[config.mk]
export PLATFORM = sky130hd
export DESIGN_NAME = slave_link_rx
export DESIGN_NICKNAME = d
export VERILOG_FILES = /design/src/rtl/slave_link_rx_pkg.sv /design/src/rtl/slave_link_rx_sync_edge_det.sv /design/src/rtl/slave_link_rx.sv
export SDC_FILE = /design/constraint.sdc
export NUM_CORES = 1
export LEC_CHECK = 0
export BUFFER_PORTS_ARGS = -buffer_cell sky130_fd_sc_hd__buf_2
export CORE_MARGIN = 2
export CORE_UTILIZATION = 30
export DETAILED_ROUTE_END_ITERATION = 8
export PLACE_DENSITY_LB_ADDON = 0.1
export SYNTH_ARGS = -nofsm -noshare
export SYNTH_HDL_FRONTEND = slang
export SYNTH_HIERARCHICAL = 1
export SYNTH_SLANG_ARGS = --single-unit
[constraint.sdc]
create_clock -name clk -period 2.8 [get_ports clk]
set_clock_uncertainty 0.1 [all_clocks]
set_input_delay 0.42 -clock clk [delete_from_list [all_inputs] [get_ports clk]]
set_output_delay 0.42 -clock clk [all_outputs]
set_load 0.005 [all_outputs]
[src/rtl/slave_link_rx_pkg.sv]
// rtl/slave_link_rx_pkg.sv - shared packet types and default sizes for the serial link receiver
package slave_link_rx_pkg;

    typedef enum logic [1:0] {
        PKT_READY     = 2'b00,
        PKT_DATA      = 2'b01,
        PKT_GAME_LOST = 2'b10,
        PKT_ACK       = 2'b11
    } pkt_type_t;

    localparam int LANE_BITS_DEFAULT      = 16;
    localparam int TIMEOUT_CYCLES_DEFAULT = 2000;

    // Four data lanes plus the header lane; the header sits at the top index.
    localparam int NUM_LANES = 5;
    localparam int HDR_LANE  = 4;

endpackage

[src/rtl/slave_link_rx_sync_edge_det.sv]
// rtl/slave_link_rx_sync_edge_det.sv - two-stage synchronizer with rising-edge pulse
module slave_link_rx_sync_edge_det (
    input  logic clk,
    input  logic rst,
    input  logic din,
    output logic rise
);

    logic       meta_q;
    logic       sync_q;
    logic       prev_q;
    logic [1:0] warm_q;

    // Synchronize the input, remember the previous level, and hold off edge
    // detection until the pipeline has refilled after reset so a line that was
    // already high does not look like a fresh rising edge.
    always_ff @(posedge clk) begin
        if (rst) begin
            meta_q <= 1'b0;
            sync_q <= 1'b0;
            prev_q <= 1'b0;
            warm_q <= 2'd0;
        end else begin
            meta_q <= din;
            sync_q <= meta_q;
            prev_q <= sync_q;
            if (warm_q != 2'd3) begin
                warm_q <= warm_q + 2'd1;
            end
        end
    end

    assign rise = sync_q & ~prev_q & (warm_q == 2'd3);

endmodule

[src/rtl/slave_link_rx.sv]
// rtl/slave_link_rx.sv - five-lane serial frame receiver with parity, dedup and timeout
module slave_link_rx
    import slave_link_rx_pkg::*;
#(
    parameter int LANE_BITS      = LANE_BITS_DEFAULT,
    parameter int TIMEOUT_CYCLES = TIMEOUT_CYCLES_DEFAULT
) (
    input  logic                 clk,
    input  logic                 rst,
    input  logic                 serial_clk_in,
    input  logic                 serial_in_h,
    input  logic                 serial_in_0,
    input  logic                 serial_in_1,
    input  logic                 serial_in_2,
    input  logic                 serial_in_3,
    output logic                 pkt_valid,
    output logic [1:0]           pkt_type,
    output logic                 pkt_seq,
    output logic                 pkt_dup,
    output logic [LANE_BITS-1:0] lane_data_0,
    output logic [LANE_BITS-1:0] lane_data_1,
    output logic [LANE_BITS-1:0] lane_data_2,
    output logic [LANE_BITS-1:0] lane_data_3,
    output logic                 ack_req,
    output logic                 ack_req_seq,
    output logic                 ack_rcvd,
    output logic                 ack_rcvd_seq,
    output logic                 frame_err,
    output logic                 busy,
    output logic [3:0]           pkt_cnt,
    output logic [3:0]           err_cnt
);

    localparam int SR_W  = LANE_BITS + 1;
    localparam int CNT_W = $clog2(LANE_BITS + 1);
    localparam int TMO_W = $clog2(TIMEOUT_CYCLES + 1);

    typedef enum logic [1:0] {
        ST_IDLE,
        ST_RECV,
        ST_CHECK
    } state_t;

    state_t                             state;
    logic [CNT_W-1:0]                   bit_cnt;
    logic [TMO_W-1:0]                   tmo_cnt;
    logic [NUM_LANES-1:0]               lane_raw;
    logic [NUM_LANES-1:0]               lane_meta;
    logic [NUM_LANES-1:0]               lane_sync;
    logic [NUM_LANES-1:0][SR_W-1:0]     sr;
    logic [NUM_LANES-1:0][SR_W-1:0]     sr_next;
    logic [NUM_LANES-1:0]               lane_ok;
    logic                               frame_ok;
    pkt_type_t                          rx_type;
    logic                               rx_seq;
    logic                               serial_edge;
    pkt_type_t                          pkt_type_q;
    logic [3:0][LANE_BITS-1:0]          data_q;
    logic                               seen_data;
    logic                               last_seq;

    assign lane_raw = {serial_in_h, serial_in_3, serial_in_2, serial_in_1, serial_in_0};

    slave_link_rx_sync_edge_det u_clk_sync (
        .clk  (clk),
        .rst  (rst),
        .din  (serial_clk_in),
        .rise (serial_edge)
    );

    // Lane synchronizers match the clock path depth so samples line up with the edge pulse.
    always_ff @(posedge clk) begin
        if (rst) begin
            lane_meta <= '0;
            lane_sync <= '0;
        end else begin
            lane_meta <= lane_raw;
            lane_sync <= lane_meta;
        end
    end

    // Next shift value per lane and the frame verdict it would give if this were the last bit.
    always_comb begin
        sr_next = '0;
        lane_ok = '0;
        for (int i = 0; i < NUM_LANES; i++) begin
            sr_next[i] = {sr[i][SR_W-2:0], lane_sync[i]};
            lane_ok[i] = ~(^sr_next[i]);
        end
        frame_ok = &lane_ok;
        rx_type  = pkt_type_t'(sr_next[HDR_LANE][LANE_BITS -: 2]);
        rx_seq   = sr_next[HDR_LANE][LANE_BITS-2];
    end

    // Frame FSM: start detection, bit shifting, timeout, and registered result pulses.
    always_ff @(posedge clk) begin
        if (rst) begin
            state        <= ST_IDLE;
            bit_cnt      <= '0;
            tmo_cnt      <= '0;
            sr           <= '0;
            pkt_valid    <= 1'b0;
            pkt_type_q   <= PKT_READY;
            pkt_seq      <= 1'b0;
            pkt_dup      <= 1'b0;
            data_q       <= '0;
            ack_req      <= 1'b0;
            ack_req_seq  <= 1'b0;
            ack_rcvd     <= 1'b0;
            ack_rcvd_seq <= 1'b0;
            frame_err    <= 1'b0;
            pkt_cnt      <= 4'd0;
            err_cnt      <= 4'd0;
            seen_data    <= 1'b0;
            last_seq     <= 1'b0;
        end else begin
            pkt_valid <= 1'b0;
            ack_req   <= 1'b0;
            ack_rcvd  <= 1'b0;
            frame_err <= 1'b0;
            case (state)
                ST_IDLE: begin
                    if (serial_edge && lane_sync[HDR_LANE]) begin
                        sr      <= '0;
                        bit_cnt <= '0;
                        tmo_cnt <= '0;
                        state   <= ST_RECV;
                    end
                end
                ST_RECV: begin
                    if (serial_edge) begin
                        sr      <= sr_next;
                        tmo_cnt <= '0;
                        if (bit_cnt == CNT_W'(LANE_BITS)) begin
                            state <= ST_CHECK;
                            if (!frame_ok) begin
                                frame_err <= 1'b1;
                                if (err_cnt != 4'hF) begin
                                    err_cnt <= err_cnt + 4'd1;
                                end
                            end else begin
                                pkt_valid  <= 1'b1;
                                pkt_cnt    <= pkt_cnt + 4'd1;
                                pkt_type_q <= rx_type;
                                pkt_seq    <= rx_seq;
                                if (rx_type == PKT_ACK) begin
                                    ack_rcvd     <= 1'b1;
                                    ack_rcvd_seq <= rx_seq;
                                    pkt_dup      <= 1'b0;
                                end else begin
                                    ack_req     <= 1'b1;
                                    ack_req_seq <= rx_seq;
                                    if (rx_type == PKT_DATA && seen_data && rx_seq == last_seq) begin
                                        pkt_dup <= 1'b1;
                                    end else begin
                                        pkt_dup <= 1'b0;
                                        if (rx_type == PKT_DATA) begin
                                            for (int i = 0; i < 4; i++) begin
                                                data_q[i] <= sr_next[i][SR_W-1:1];
                                            end
                                            last_seq  <= rx_seq;
                                            seen_data <= 1'b1;
                                        end
                                    end
                                end
                            end
                        end else begin
                            bit_cnt <= bit_cnt + 1'b1;
                        end
                    end else if (tmo_cnt == TMO_W'(TIMEOUT_CYCLES - 1)) begin
                        frame_err <= 1'b1;
                        if (err_cnt != 4'hF) begin
                            err_cnt <= err_cnt + 4'd1;
                        end
                        state <= ST_IDLE;
                    end else begin
                        tmo_cnt <= tmo_cnt + 1'b1;
                    end
                end
                ST_CHECK: begin
                    state <= ST_IDLE;
                end
                default: begin
                    state <= ST_IDLE;
                end
            endcase
        end
    end

    assign busy        = (state != ST_IDLE);
    assign pkt_type    = pkt_type_q;
    assign lane_data_0 = data_q[0];
    assign lane_data_1 = data_q[1];
    assign lane_data_2 = data_q[2];
    assign lane_data_3 = data_q[3];

endmodule

==> results.sh, run 1 <==
export IMPL_io_buffers=90
export IMPL_drive_gt1_frac=0.202
export IMPL_rrSetupSlack_ns=0.14
export IMPL_die_w_um=167
export IMPL_nNetsFinal=965
export IMPL_timing_fmax_ghz=0.376
export IMPL_worst_slack_ns=0.141
export IMPL_routabilityCongestion=0.706
export IMPL_start_kind="flop"
export IMPL_maxSlewHeadroom=0.502
export IMPL_nFillCells=2736
export IMPL_detailedRoute_firstPassIterationCount=4
export IMPL_hold_class="in2reg"
export IMPL_grt_max_degree=94
export IMPL_worstPathArrival_ns=2.86
export IMPL_crit_top_cell="xnor2_2"
export IMPL_finalSetupViolCount=0
export IMPL_async_reset_ff_frac=0
export IMPL_dpl_worst_slack_ns=-0.0247
export IMPL_tightest_slew_ns=0.748
export IMPL_clk_path_buf_depth=2
export IMPL_synth_edf_count=0
export IMPL_worstSetupEndpointType="flop"
export IMPL_clock_latency_ns=0.43
export IMPL_wl_met3_um=508
export IMPL_r2r_start="sr[42]"
export IMPL_crit_fanout=25
export IMPL_cp_slowest_stage_delay_ns=0.49
export IMPL_slowest_stage="or4_4"
export IMPL_multi_input_area_um2=3760
export IMPL_crit_chain="xnor2_2, xnor2_1, xnor3_1, xnor2_2, nand4_4, or4_4, buf_12, mux2i_2, nor2_1"
export IMPL_fin_tns_setup_ns=0
export IMPL_post_cts_buffers=0
export IMPL_hold_slack_ns=0.102
export IMPL_dieArea_um2=27700
export IMPL_ys_seq_area_frac=0.498
export IMPL_met2_length_um=8320
export IMPL_drt_iter0_drc=381
export IMPL_synthCells=847
export IMPL_syn_nets=861
export IMPL_critPathRequiredTime_ns=3.00
export IMPL_synth_cell_types=43
export IMPL_grt_overflow_total=0
export IMPL_power_leakage_nw=4.22
export IMPL_drc=0
export IMPL_hold_end="u_clk_sync/meta_q"
export IMPL_grt_pass1_wl_um=30500
export IMPL_rr_worst_depth=9
export IMPL_rows=59
export IMPL_ant_nets=0
export IMPL_clkSinkCount=197
export IMPL_slew_viol_final=0
export IMPL_syn_area_per_cell_um2=9.36
export IMPL_pwr_density_cell_nw_per_um2=571
export IMPL_register_area_um2=3950
export IMPL_wirelength_um=18500
export IMPL_cts_clk_slew_worst_paths_ns=0.08
export IMPL_post_route_util=0.372
export IMPL_total_power_mw=5.52
export IMPL_clockRootBuffer="clkbuf_16"
export IMPL_fin_crit_sh=0.950
export IMPL_netlist_area_um2=7930
export IMPL_placeableCoreArea_um2=26000
export IMPL_via_count=5879
export IMPL_cap_violations=0
export IMPL_synth_top_flop_cell="dfxtp_1"
export IMPL_hold_start="serial_clk_in"
export IMPL_rsz0062_at_grt="yes"
export IMPL_highest_layer="met4"
export IMPL_place_hpwl_um=11900
export IMPL_wl_met1_um=9590
export IMPL_cts_tree="built"
export IMPL_numCtsBuffers=17
export IMPL_hold_viol=0
export IMPL_antenna_found_initial=0
export IMPL_wire_per_inst_um=14.3
export IMPL_track_usage=0.134
export IMPL_io_pins=91
export IMPL_fp_dieH_um=167
export IMPL_regToRegEndpoint="lane_data_2[13]"
export IMPL_antenna_cells=0
export IMPL_vias_per_cell=4.53
export IMPL_ys_warn_count=6
export IMPL_ys_ff_latch=197
export IMPL_initial_core_util=0.305
export IMPL_ir_drop_uv=281
export IMPL_min_period_ns=2.66
export IMPL_whs_path_depth=2
export IMPL_hold_buffers=0
export IMPL_status="completed"
export IMPL_htreeDepth=4
export IMPL_synthToLayoutAreaGrowth_pct=21.8
export IMPL_crit_type="reg2reg"
export IMPL_grt_pass1_vias=5567
[flip-flops by register name (all words and copies together) (netlist names), 2 cells and up]
| signal | cells |
|---|---|
| state | 2 |
| bit_cnt | 5 |
| lane_data_0 | 16 |
| u_clk_sync/warm_q | 2 |
| rx_type | 2 |
| pkt_cnt | 4 |
| err_cnt | 4 |
| lane_meta | 5 |
| pkt_type | 2 |
| lane_sync | 5 |
| lane_data_2 | 16 |
| lane_data_1 | 16 |
| tmo_cnt | 11 |
| sr | 77 |
| lane_data_3 | 16 |
[kinds of logic (layout without fill, tap and decap cells)]
| logic type | Yosys count | after routing | synth area share |
|---|---|---|---|
| adder cells (fa/ha/maj) | 6 | 6 | 0.00947 |
| flip-flops | 197 | 197 | 0.498 |
| XOR/XNOR | 93 | 93 | 0.113 |
| AND/OR/NAND/NOR | 320 | 320 | 0.183 |
| AO/OA/AOI/OAI | 98 | 98 | 0.0698 |
| multiplexers | 74 | 74 | 0.0938 |
| buffers and inverters | 59 | 176 | 0.0331 |
[cell type report]
class / count / share of cell area
clock buffer: 21 / 0.0487
clock inverter: 11 / 0.0150
inverter: 4 / 0.00155
multi-input combinational: 591 / 0.390
sequential: 197 / 0.409
tap: 335 / 0.0434
timing repair buffer: 140 / 0.0926
[through the flow]
stage               cells  instance area, µm²
floorplan             847                7930
global placement     1267                9010
detailed placement   1267                9010
CTS                  1299                9630
global route         1299                9660
finish               1299                9660
[Yosys cell counts, types with 2 or more instances]
cell type	n	area, µm²
buf_2	3	15.0
nor4_1	2	12.5
nor3_1	6	30.0
or3_1	3	18.8
nand3b_1	2	15.0
ha_1	6	75.1
inv_1	4	15.0
a21oi_1	72	360
and2_1	2	12.5
nand2_1	82	308
o21a_1	2	15.0
buf_1	8	30.0
nor3b_1	3	22.5
nand3_1	68	340
nor2_1	118	443
o21ai_0	2	10.0
dfxtp_1	197	3940
nand4_1	6	37.5
or2_2	2	12.5
buf_6	5	56.3
xnor2_2	4	65.1
mux2i_1	72	721
xor2_1	21	184
mux2_2	2	22.5
nor2b_1	16	100
a22oi_1	17	128
xnor2_1	64	561
clkbuf_1	39	146
nand2b_1	2	12.5
xnor3_1	4	90.1
[routing by layer]
layer,GRT usage,vias to the layer above
li1,-,3047
met1,0.191,2750
met2,0.209,76
met3,0.0283,6
met4,0.0292,0
met5,0,-
[worst max-delay path by stage]
stage	start	endpoint	slack [ns]	cells past startpoint
5_1_grt	sr[39]	lane_data_3[9]	-0.004	9
6_report	sr[42]	lane_data_2[13]	0.14	9
4_1_cts	sr[48]	lane_data_3[4]	0.04	9
3_5_place_dp	sr[42]	lane_data_2[6]	-0.02	9
2_1_floorplan	sr[14]	lane_data_1[0]	0.05	11
3_3_place_gp	sr[42]	lane_data_3[11]	-0.02	9
[power breakdown]
group,internal [mW],total [mW],switching [mW]
logic,0.0423,0.117,0.0745
clock network,1.49,2.58,1.09
registers,2.81,2.82,0.00777
[cells in the final DEF (no fill, tap or decap), drive strengths merged, types with 16 or more instances in the layout]
cell type,Yosys,routed
mux2i,72,72
xnor2,68,68
buf,16,140
nand2,82,82
clkbuf,39,21
xor2,21,21
dfxtp,197,197
nor2,118,118
a21oi,72,72
nor2b,16,16
nand3,68,68
a22oi,17,17
[worst max-delay path, delay by kind of cell (launching register included)]
kind / cells / cell delay (ns)
XOR/XNOR: 4 / 1.02
buffers and inverters: 1 / 0.21
AND/OR/NAND/NOR: 3 / 0.67
flip-flops: 1 / 0.34
multiplexers: 1 / 0.19
[repair_timing]
item / 4_1_cts / 5_1_grt
endpoints found under the setup margin: 65 / 73
cloned: 0 / 0
pin swaps: 3 / 4
gates resized for setup: 2 / 8
Power figures use the tool's default switching activity.
==> run 2, diff against run 1 <==
- CORE_ASPECT_RATIO: not set -> 0.75
==> run 2 against run 1 <==
Compared with the run above:
- clock-buffer cell count decreased by 4
- highest routed layer unchanged
- non-clock buffer count is 8 higher
- worst setup slack worse by 0.11 ns
==> results.sh, run 2 (synthesis results as in run 1) <==
export IMPL_critPathRequiredTime_ns=3.01
export IMPL_io_pins=91
export IMPL_hold_start="serial_in_1"
export IMPL_htreeDepth=4
export IMPL_rrSetupSlack_ns=0.03
export IMPL_rr_worst_depth=9
export IMPL_detailedRoute_firstPassIterationCount=6
export IMPL_hold_end="lane_meta[1]"
export IMPL_nNetsFinal=973
export IMPL_regToRegEndpoint="lane_data_3[3]"
export IMPL_tightest_slew_ns=0.581
export IMPL_hold_viol=0
export IMPL_dpl_cell_count=1282
export IMPL_cts_clk_slew_worst_paths_ns=0.08
export IMPL_fin_crit_sh=0.990
export IMPL_wirelength_um=19000
export IMPL_post_route_util=0.373
export IMPL_die_w_um=192
export IMPL_cap_violations=0
export IMPL_final_common_cell="dfxtp_1"
export IMPL_clk_path_buf_depth=2
export IMPL_start_kind="flop"
export IMPL_maxSlewHeadroom=0.613
export IMPL_dieArea_um2=27800
export IMPL_fp_dieH_um=145
export IMPL_initial_core_util=0.305
export IMPL_crit_fanout=17
export IMPL_worstPathArrival_ns=2.98
export IMPL_hold_buffers=0
export IMPL_slowest_stage="or4_4"
export IMPL_vias_per_cell=4.49
export IMPL_crit_chain="xor2_1, xnor2_1, xnor3_1, xnor2_2, nand4_4, or4_4, buf_12, mux2i_2, nor2_1"
export IMPL_crit_type="reg2reg"
export IMPL_cp_slowest_stage_delay_ns=0.51
export IMPL_io_buffers=90
export IMPL_power_leakage_nw=4.23
export IMPL_drc=0
export IMPL_placed_cell_area_um2=9050
export IMPL_drive_gt1_frac=0.212
export IMPL_ir_drop_uv=420
export IMPL_clockRootBuffer="clkbuf_16"
export IMPL_largest_reg_flops=77
export IMPL_track_usage=0.141
export IMPL_place_hpwl_um=12300
export IMPL_rows=51
export IMPL_slew_viol_final=0
export IMPL_grt_overflow_total=0
export IMPL_layout_common_cells="dfxtp_1 (193), nor2_1 (116), buf_2 (89), nand2_1 (81), a21oi_1 (72)"
export IMPL_status="completed"
export IMPL_pwr_density_cell_nw_per_um2=554
export IMPL_antenna_found_initial=0
export IMPL_grt_pass1_vias=5625
export IMPL_drt_iter0_drc=273
export IMPL_numCtsBuffers=17
export IMPL_synthToLayoutAreaGrowth_pct=22.1
export IMPL_largest_register="sr"
export IMPL_wire_per_inst_um=14.4
export IMPL_cts_tree="built"
export IMPL_r2r_start="sr[49]"
export IMPL_final_cell_count_no_fill=1316
export IMPL_min_period_ns=2.77
export IMPL_worstSetupEndpointType="flop"
export IMPL_final_area_um2=9680
export IMPL_hold_class="in2reg"
export IMPL_finalSetupViolCount=0
export IMPL_grt_pass1_wl_um=30700
export IMPL_timing_fmax_ghz=0.361
export IMPL_whs_path_depth=2
export IMPL_rsz0062_at_grt="yes"
export IMPL_via_count=5903
export IMPL_routabilityCongestion=0.698
export IMPL_ant_nets=0
export IMPL_clock_latency_ns=0.44
export IMPL_antenna_cells=0
export IMPL_placeableCoreArea_um2=26000
export IMPL_grt_max_degree=90
export IMPL_clkSinkCount=197
## run 2: cell types whose count changed in the layout (fill, tap and decap cells not counted), moves of 2 or more
cell       previous run  this run
inv_6                 3         7
clkbuf_8              3         0
bufinv_16             3         1
buf_4                45        53
## run 2: worst max-delay path, delay by kind of cell (launching register included)
kind / cells / cell delay (ns)
XOR/XNOR: 4 / 1.11
buffers and inverters: 1 / 0.20
flip-flops: 1 / 0.35
multiplexers: 1 / 0.18
AND/OR/NAND/NOR: 3 / 0.69
## run 2: how the worst max path moves through the flow
stage	from	to	slack, ns	cells after the start
floorplan	sr[14]	lane_data_1[0]	0.05	11
global placement	sr[39]	lane_data_2[7]	0.04	9
detailed placement	sr[14]	lane_data_2[3]	0.02	9
CTS	sr[42]	lane_data_2[3]	-0.03	9
global route	sr[49]	lane_data_1[11]	-0.13	9
finish	sr[49]	lane_data_3[3]	0.03	9
## run 2: timing repair
action | 4_1_cts | 5_1_grt
setup endpoints to repair | 58 | 74
setup buffers | 0 | 2
pin swaps | 0 | 3
resized for setup | 3 | 11
## run 2: cell type report
type | count | area (µm²)
Clock inverter | 15 | 143
Timing Repair Buffer | 148 | 946
Multi-Input combinational cell | 591 | 3770
Tap cell | 344 | 430
Sequential cell | 197 | 3950
Fill cell | 2669 | 16300
Inverter | 4 | 15.0
Clock buffer | 17 | 425
## run 2: per-layer routing
metal,track usage,up-vias,part of all wire,wire [µm]
met4,0.0425,0,0.010,195
met3,0.0364,15,0.045,850
met1,0.204,2718,0.53,9990
met5,0,-,0,0
met2,0.205,101,0.42,7950
li1,-,3069,-,-
## run 2: power by group
| group | switching, mW | total [mW] | internal (mW) |
|---|---|---|---|
| registers | 0.00782 | 2.82 | 2.81 |
| clock network | 1.17 | 2.43 | 1.25 |
| logic | 0.0764 | 0.117 | 0.0407 |
## run 2: stage by stage
stage                     power, mW  TNS (ns)  hold slack, ns  setup slack, ns
after floorplan                2.97         0           0.314           0.0535
after global placement         3.01         0           0.330           0.0420
after detailed placement       3.01         0           0.332           0.0244
after CTS                      5.47    -0.485          0.0644          -0.0279
after global routing           5.58     -5.79          0.0845           -0.125
final                          5.36         0          0.0907           0.0287
==> run 3, diff against run 2 <==
- CORE_UTILIZATION: 30 -> 52
==> run 3 against run 2 <==
Compared with the run above:
- non-clock buffer count shrank 19
- sequential power is essentially flat
- clock-buffer cell count grew 4
- final cell count shrank 12%
- total power shrank 2.5%
- worst setup slack gained 0.037 ns
- first-iteration DRC count shrank 1.5%
- die area shrank 41%
- global-route usage grew 6.6 points
- largest cell class unchanged
==> results.sh, run 3 (synthesis results as in run 1) <==
export IMPL_layout_common_cells="dfxtp_1 (189), nor2_1 (116), buf_2 (89), nand2_1 (81), a21oi_1 (72)"
export IMPL_post_route_util=0.619
export IMPL_track_usage=0.207
export IMPL_timing_fmax_ghz=0.366
export IMPL_rsz0062_at_grt="yes"
export IMPL_finalSetupViolCount=0
export IMPL_fp_dieH_um=111
export IMPL_wire_per_inst_um=14.4
export IMPL_dpl_worst_slack_ns=-0.0277
export IMPL_grt_overflow_total=0
export IMPL_rows=39
export IMPL_antenna_cells=0
export IMPL_worstSetupEndpointType="flop"
export IMPL_routabilityCongestion=0.754
export IMPL_io_pins=91
export IMPL_fin_crit_sh=0.977
export IMPL_antenna_found_initial=0
export IMPL_final_common_cell="dfxtp_1"
export IMPL_cts_tree="built"
export IMPL_status="completed"
export IMPL_total_power_mw=5.23
export IMPL_clkSinkCount=197
export IMPL_crit_type="reg2reg"
export IMPL_nNetsFinal=954
export IMPL_place_hpwl_um=10900
export IMPL_crit_fanout=25
export IMPL_hold_slack_ns=0.106
export IMPL_largest_register="sr"
export IMPL_ant_nets=0
export IMPL_via_count=5999
export IMPL_largest_reg_flops=77
export IMPL_crit_chain="xnor2_1, xnor2_1, xnor3_1, xnor2_2, nand4_4, or4_4, buf_12, mux2i_1, nor2_1"
export IMPL_worstPathArrival_ns=2.91
export IMPL_grt_pass1_wl_um=27500
export IMPL_worst_slack_ns=0.0654
export IMPL_power_leakage_nw=4.10
export IMPL_drc=0
export IMPL_start_kind="flop"
export IMPL_io_buffers=90
export IMPL_maxSlewHeadroom=0.441
export IMPL_initial_core_util=0.526
export IMPL_die_w_um=147
export IMPL_drt_iter0_drc=269
export IMPL_slew_viol_final=0
export IMPL_cp_slowest_stage_delay_ns=0.49
export IMPL_drive_gt1_frac=0.191
export IMPL_hold_buffers=0
export IMPL_vias_per_cell=5.21
export IMPL_hold_viol=0
export IMPL_pwr_density_cell_nw_per_um2=561
export IMPL_clk_path_buf_depth=2
export IMPL_crit_top_cell="xnor2_1"
export IMPL_numCtsBuffers=17
export IMPL_grt_max_degree=101
export IMPL_placeableCoreArea_um2=15100
export IMPL_hold_class="in2reg"
export IMPL_grt_pass1_vias=5823
export IMPL_clock_latency_ns=0.42
export IMPL_cts_clk_slew_worst_paths_ns=0.06
export IMPL_detailedRoute_firstPassIterationCount=4
export IMPL_min_period_ns=2.73
export IMPL_wirelength_um=16600
export IMPL_htreeDepth=4
export IMPL_slowest_stage="or4_4"
export IMPL_dieArea_um2=16300
export IMPL_clockRootBuffer="clkbuf_16"
export IMPL_ir_drop_uv=441
export IMPL_critPathRequiredTime_ns=2.97
export IMPL_synthToLayoutAreaGrowth_pct=17.7
export IMPL_cap_violations=0
export IMPL_tightest_slew_ns=0.839
export IMPL_post_cts_buffers=0
run 3: cell types whose count changed in the layout (fill, tap and decap cells not counted), moves of 2 or more:
cell      delta
buf_4       -17
buf_6        -2
clkbuf_1     +2
clkbuf_8     +2
clkinv_2     -2
clkinv_4     -2
dfxtp_1      -4
dfxtp_2      +4
inv_6        -7
run 3: metrics by stage:
stage	TNS (ns)	instances	cell area (µm²)
3_5_place_dp	-0.0406	1126	8740
6_report	0	1152	9330
2_1_floorplan	0	847	7930
3_3_place_gp	0	1126	8740
5_1_grt	-0.627	1152	9330
4_1_cts	0	1152	9300
run 3: final cells by class:
cell class	instances	area (µm²)
sequential	197	3950
multi-input combinational	591	3770
fill	1259	5750
clock buffer	21	460
timing repair buffer	129	796
tap	205	256
inverter	4	15.0
clock inverter	5	80.1
run 3: timing repair:
item,in CTS,in global routing
endpoints found under the setup margin,16,60
pin swaps,4,2
gates resized for setup,2,13
gates cloned,0,0
run 3: power breakdown:
| part | total, mW | switching [mW] | internal [mW] |
|---|---|---|---|
| Sequential | 2.82 | 0.00758 | 2.82 |
| Clock | 2.30 | 0.968 | 1.33 |
| Combinational | 0.108 | 0.0707 | 0.0376 |
| Total | 5.23 | 1.05 | 4.19 |
run 3: final timing paths:
check	from	endpoint	slack, ns	cells after the start
setup / recovery	sr[9]	lane_data_3[3]	0.07	9
hold / removal	serial_in_0	lane_meta[0]	0.11	2
hold reg to reg	lane_meta[0]	lane_sync[0]	0.34	1
setup reg to reg	sr[9]	lane_data_3[3]	0.07	9
run 3: worst max-delay path: cells and delay by family, from the launching register on:
kind / cells / cell delay (ns)
xor gates and xnor gates: 4 / 1.05
buffers and inverters: 1 / 0.21
DFF: 1 / 0.34
muxes: 1 / 0.18
and+or+nand+nor: 3 / 0.68
run 3: metal layers:
| layer | part of all wire | track usage | wire (µm) |
|---|---|---|---|
| met4 | 0.017 | 0.0673 | 276 |
| met3 | 0.041 | 0.0564 | 683 |
| met2 | 0.47 | 0.340 | 7840 |
| met5 | 0 | 0 | 0 |
| met1 | 0.47 | 0.266 | 7750 |
